File: config.mk
export PLATFORM = sky130hd
export DESIGN_NAME = ctrl_decode
export DESIGN_NICKNAME = d
export VERILOG_FILES = /design/src/rtl/ctrl_decode.sv
export SDC_FILE = /design/constraint.sdc
export NUM_CORES = 1
export LEC_CHECK = 0
export ABC_AREA = 1
export BUFFER_PORTS_ARGS = -buffer_cell sky130_fd_sc_hd__buf_4
export CAP_MARGIN = 5
export CORE_MARGIN = 2
export CORE_UTILIZATION = 44
export CTS_CLUSTER_DIAMETER = 80
export DETAILED_ROUTE_END_ITERATION = 7
export PLACE_DENSITY = 0.78
export SLEW_MARGIN = 40
export SYNTH_ARGS = -nofsm -noshare
export SYNTH_HDL_FRONTEND = slang
export SYNTH_SLANG_ARGS = --single-unit
File: constraint.sdc
create_clock -name CLK -period 1.7 [get_ports CLK]
set_clock_uncertainty 0.1 [all_clocks]
set_input_delay 0.34 -clock CLK [delete_from_list [all_inputs] [get_ports CLK]]
set_output_delay 0.34 -clock CLK [all_outputs]
set_load 0.01 [all_outputs]
File: src/rtl/ctrl_decode.sv
// ctrl_decode: same-cycle instruction decode for the fetch unit, with a small
// FSM for two-word instructions, halt and start-up, plus a retired-instruction counter.
`default_nettype none

module ctrl_decode #(
  parameter int IW   = 9,
  parameter int PCW  = 16,
  parameter int CNTW = 16
) (
  input  logic            CLK,
  input  logic            RST_N,
  input  logic            Init,
  input  logic [IW-1:0]   Instr,
  output logic            Branch_abs,
  output logic            Branch_rel_z,
  output logic            Branch_rel_nz,
  output logic [PCW-1:0]  Target,
  output logic [2:0]      Alu_op,
  output logic [2:0]      Reg_addr,
  output logic            Reg_we,
  output logic [PCW-1:0]  Imm,
  output logic            Imm_we,
  output logic            Halt,
  output logic [CNTW-1:0] Icount
);

  localparam logic [1:0] S_IDLE   = 2'd0;
  localparam logic [1:0] S_RUN    = 2'd1;
  localparam logic [1:0] S_EXT    = 2'd2;
  localparam logic [1:0] S_HALTED = 2'd3;

  localparam logic [2:0] OP_ALU  = 3'b000;
  localparam logic [2:0] OP_LDIS = 3'b001;
  localparam logic [2:0] OP_BZ   = 3'b010;
  localparam logic [2:0] OP_BNZ  = 3'b011;
  localparam logic [2:0] OP_JMPL = 3'b100;
  localparam logic [2:0] OP_LDIL = 3'b101;
  localparam logic [2:0] OP_HALT = 3'b110;

  localparam logic [CNTW-1:0] CNT_MAX = {CNTW{1'b1}};

  logic [1:0]      state_q,    state_d;
  logic [5:0]      hi6_q,      hi6_d;
  logic            long_jmp_q, long_jmp_d;
  logic            halt_q,     halt_d;
  logic [CNTW-1:0] icount_q,   icount_d;
  logic            w_retire;

  logic [2:0]     w_op;
  logic [5:0]     w_opd;
  logic [PCW-1:0] w_sext;
  logic [PCW-1:0] w_ext_val;

  assign w_op      = Instr[8:6];
  assign w_opd     = Instr[5:0];
  assign w_sext    = {{(PCW-6){w_opd[5]}}, w_opd};
  // Second word of a long op is pure data: the top bit stays zero.
  assign w_ext_val = {{(PCW-IW-6){1'b0}}, hi6_q, Instr};

  always_ff @(posedge CLK or negedge RST_N) begin
    if (!RST_N) begin
      state_q    <= S_IDLE;
      hi6_q      <= 6'd0;
      long_jmp_q <= 1'b0;
      halt_q     <= 1'b0;
      icount_q   <= '0;
    end else begin
      state_q    <= state_d;
      hi6_q      <= hi6_d;
      long_jmp_q <= long_jmp_d;
      halt_q     <= halt_d;
      icount_q   <= icount_d;
    end
  end

  always_comb begin
    state_d    = state_q;
    hi6_d      = hi6_q;
    long_jmp_d = long_jmp_q;
    halt_d     = halt_q;
    w_retire   = 1'b0;
    if (Init) begin
      state_d    = S_RUN;
      hi6_d      = 6'd0;
      long_jmp_d = 1'b0;
      halt_d     = 1'b0;
    end else begin
      case (state_q)
        S_RUN: begin
          case (w_op)
            OP_JMPL: begin
              hi6_d      = w_opd;
              long_jmp_d = 1'b1;
              state_d    = S_EXT;
            end
            OP_LDIL: begin
              hi6_d      = w_opd;
              long_jmp_d = 1'b0;
              state_d    = S_EXT;
            end
            OP_HALT: begin
              state_d  = S_HALTED;
              halt_d   = 1'b1;
              w_retire = 1'b1;
            end
            default: w_retire = 1'b1;
          endcase
        end
        S_EXT: begin
          state_d  = S_RUN;
          w_retire = 1'b1;
        end
        default: ;
      endcase
    end
  end

  always_comb begin
    if (Init)
      icount_d = '0;
    else if (w_retire && (icount_q != CNT_MAX))
      icount_d = icount_q + 1'b1;
    else
      icount_d = icount_q;
  end

  always_comb begin
    Branch_abs    = 1'b0;
    Branch_rel_z  = 1'b0;
    Branch_rel_nz = 1'b0;
    Target        = '0;
    Alu_op        = 3'd0;
    Reg_addr      = 3'd0;
    Reg_we        = 1'b0;
    Imm           = '0;
    Imm_we        = 1'b0;
    if (!Init) begin
      case (state_q)
        S_RUN: begin
          case (w_op)
            OP_ALU: begin
              Alu_op   = w_opd[5:3];
              Reg_addr = w_opd[2:0];
              Reg_we   = 1'b1;
            end
            OP_LDIS: begin
              Imm    = w_sext;
              Imm_we = 1'b1;
            end
            OP_BZ: begin
              Branch_rel_z = 1'b1;
              Target       = w_sext;
            end
            OP_BNZ: begin
              Branch_rel_nz = 1'b1;
              Target        = w_sext;
            end
            default: ;
          endcase
        end
        S_EXT: begin
          if (long_jmp_q) begin
            Branch_abs = 1'b1;
            Target     = w_ext_val;
          end else begin
            Imm    = w_ext_val;
            Imm_we = 1'b1;
          end
        end
        default: ;
      endcase
    end
  end

  assign Halt   = halt_q;
  assign Icount = icount_q;

endmodule

`default_nettype wire

==> metrics.md <==
| Metric | Value |
|---|---|
| Outcome | `complete, but fails checks` |
| Post-placement cell area | `roughly 3100 µm²` |
| Worst-Margin Slew | `about 0.36 ns` |
| IO buf count | `between 70 and 80` |
| Remaining global-route overflow | `0` |
| Register area share after synthesis | `34.35%` |
| Fin crit share | `143.5%` |
| Largest net degree at the start of global routing | `34` |
| Fill cell count | `between 150 and 200` |
| Synth cell types | `30` |
| Critical Path End Type | `output port` |
| Cell Int Power | `1.901 mW` |
| Max Slew Vio Count | `0` |
| P_leak | `between 1.5 and 2 nW` |
| Post-route ant nets | `0` |
| CTS H-tree depth | `1` |
| Worst Hold End | `long_jmp_q` |
| Initial drt markers | `slightly below 400` |
| Ys async rst share | `100.0%` |
| Hold depth | `3` |
| Cells after Synth | `270` |
| Mapped cell area | `about 1900 µm²` |
| Die Wd | `between 60 and 70 µm` |
| First-pass GRT wire length | `13,830 µm` |
| DPL Wire Length | `4800 µm` |
| Diodes inserted | `0` |
| CP Max Fanout | `5` |
| CORE AREA | `4058 µm²` |
| Die Height | `69.62 µm` |
| Slowest cell on the critical path | `dfrtp_1` |
| DRC | `0` |
| Combinational Power Share | `between 60% and 70%` |
| Synth cell count leaders | `nand2_1, inv_1, nand3_1, nor2_1, dfrtp_1` |
| Post-Layout Cell Count | `roughly 450` |
| Max clock buf depth | `2` |
| I/O pin count | `72` |
| CTS buffer count | `3` |
| Worst R2R Start | `state_q[1]` |
| # rows | `23` |
| Clock tree from TritonCTS | `yes` |
| HP Class | `in2reg` |
| Post-synth top flop | `dfrtp_1` |
| Internal reg-to-reg setup slack | `-0.31 ns` |
| Synthesis-to-layout area growth | `97.16%` |
| Crit path required time | `roughly 1.3 ns` |
| Failing checks | `setup timing` |
| Switching share of power | `44.52%` |
| Pwr dens | `roughly 920 nW/µm²` |
| #FFs+latches synth | `26` |
| Path type of the worst setup path | `reg2out` |
| WL per Instance | `24.31 µm` |
| Max Cap Violations | `0` |
| Clock power share | `between 10% and 20%` |
| EDFF count, synth | `0` |
| CP dominant cell by count | `buf_6` |
| Top-count cell post-synth | `nand2_1` |
| Cell family with most CP delay | `buffers and inverters` |
| Vias/cell | `6.537` |
| Switching Power | `roughly 1.5 mW` |
| Clock transition at the registers of the reported paths | `0.09 ns` |
| Vias post-DR | `2,948` |
| Cells along the critical path | `buf_6 > inv_4 > ha_4 > nand3_4 > nand2_4 > clkinvlp_4 > buf_4 > nor3_4 > buf_6` |
| Min Tclk post-route | `2.440 ns` |
| Final worst slack | `-0.7403 ns` |
| Worst Path Buf+Inv | `5` |
| Final setup viols | `a little under 70` |
| YS warnings | `0` |
| Inst Count DP | `roughly 430` |
| Finished Cell Area | `3735 µm²` |
| Total die area | `a little under 5000 µm²` |
| Worst r2r dst | `hi6_q[1]` |
| Router iterations before antenna repair | `6` |
| Top cells by area, synth | `dfrtp_1, nand2_1, nand3_1` |
| Max-slew headroom | `76.06%` |
| Final #Nets | `417` |
| CTS root buffer | `clkbuf_8` |
| Vias in the first global route | `2,703` |
| Peak VDD IR | `0.6141 mV` |
| Fraction of layout cells with a size suffix above 1 | `55.36%` |
| Total clock sinks | `26` |
| Hold Vio Cnt, Final | `0` |
| Syn nets | `around 290` |
| Flop pwr share | `20.8%` |
| Total global-route track usage | `between 30% and 40%` |
| Routability congestion estimate | `between 0.7 and 0.8` |
| Mean Syn Cell Area | `about 7 µm²` |
| FF-to-FF path depth | `11` |
| Area share of the leading cell type in the synthesized netlist | `approximately a third` |
| Cell taking the most area after synthesis | `dfrtp_1` |
| Hold Crit Start | `Instr[6]` |
| FMAX | `slightly above 0.4 GHz` |
| Starting Density | `a little under half` |
| Total routed wirelength | `10,970 µm` |
| Worst Setup Start Kind | `flip-flop` |
| Unrepaired setup endpoints after global routing | `yes` |
| Initial antenna violation count | `0` |
| Worst-skew pair later-pin latency | `approximately 0.28 ns` |
| Max stage delay on crit path | `between 0.4 and 0.5 ns` |
| Critical path arrival | `about 2.0 ns` |
-- worst max-delay path by stage --
stage / start / endpoint / slack [ns] / cells past startpoint
2_1_floorplan: state_q[0] / Imm[6] / -0.12 / 7
4_1_cts: state_q[1] / Target[3] / -0.51 / 9
3_5_place_dp: state_q[0] / Imm[13] / -0.29 / 8
3_3_place_gp: state_q[0] / Imm[8] / -0.23 / 8
5_1_grt: state_q[0] / Imm[3] / -0.78 / 9
6_report: state_q[1] / Target[2] / -0.74 / 9
-- power groups by stage --
stage               logic [mW]  clock network, mW  registers [mW]
global placement          1.35                  0           0.700
detailed placement        1.39                  0           0.703
global route              2.25              0.554           0.712
floorplan                0.805                  0           0.716
finish                    2.19              0.528           0.712
CTS                       1.80              0.520           0.699
-- cells by family (layout without fill, tap and decap cells) --
| kind of cell | after synthesis | after routing | synth area share, % |
|---|---|---|---|
| fa+ha+maj | 3 | 3 | 1.982 |
| buf+inv | 49 | 180 | 10.63 |
| xor+xnor | 5 | 5 | 2.312 |
| simple gates | 154 | 154 | 38.64 |
| flops | 26 | 26 | 34.35 |
| compound gates | 33 | 33 | 12.09 |
-- flip-flops by register name (all words and copies together) (netlist names) --
signal,cells
Icount,16
hi6_q,6
state_q,2
Halt,1
long_jmp_q,1
-- layer usage --
layer / vias to the layer above / GRT usage, % / wire length [µm]
li1: 1181 / - / -
met1: 1385 / 40.29 / 3788
met2: 295 / 63.25 / 5166
met3: 87 / 6.831 / 1119
met4: 0 / 23.29 / 891
met5: - / 0 / 0
-- metrics by stage --
step                util [%]  power (mW)  worst slack [ns]  TNS (ns)  hold slack, ns
global route           92.04       3.516           -0.7821    -33.47          0.3262
finish                 92.04       3.426           -0.7403    -31.30          0.3215
floorplan                  -       1.521           -0.1180    -2.007        -0.05559
detailed placement     75.67       2.091           -0.2887    -8.285          0.1647
global placement       75.67       2.054           -0.2261    -6.590          0.1667
CTS                    87.23       3.022           -0.5137    -21.46          0.2862
-- worst register-to-register path, cell delays in order (launching register included) --
cell and delay [ns]:
dfrtp_1 0.45, buf_6 0.16, inv_4 0.05, ha_4 0.16, buf_4 0.15, inv_4 0.04, nor2_4 0.10, buf_4 0.12
buf_4 0.10, buf_6 0.12, nand3_4 0.15, o22ai_2 0.22
-- cells in the final DEF (no fill, tap or decap), types with 3 or more instances in the layout --
cell	n
buf_4	98
nand2_1	47
buf_6	30
nand3_1	28
inv_1	27
dfrtp_1	26
nor2_1	21
o31ai_4	15
nand4_1	15
nor2_4	9
inv_2	8
nor2_2	6
o22ai_2	6
nor3_4	5
nand2_2	5
xor2_1	5
nand3_2	4
nand3_4	3
nand2_4	3
clkinv_4	3
o31ai_2	3
inv_4	3
o21bai_1	3
clkbuf_8	3
-- final cells by class --
cell class	instances	area [µm²]	area share, %
Timing Repair inverter	2	15.01	0.4020
Tap cell	50	62.56	1.675
Timing Repair Buffer	134	1191	31.89
Clock buffer	3	41.29	1.106
Multi-Input combinational cell	195	1575	42.18
Clock inverter	1	30.03	0.8040
Inverter	40	168.9	4.523
Sequential cell	26	650.6	17.42
-- repair_timing --
item / 4_1_cts / 5_1_grt
cloned: 2 / 2
pin swaps: 18 / 8
hold buffers: 1 / 0
setup endpoints to repair: 63 / 69
setup buffers: 13 / 7
resized for setup: 69 / 27
endpoints found under the hold margin: 26 / 0
No activity file was read; power rests on OpenSTA's default activity.
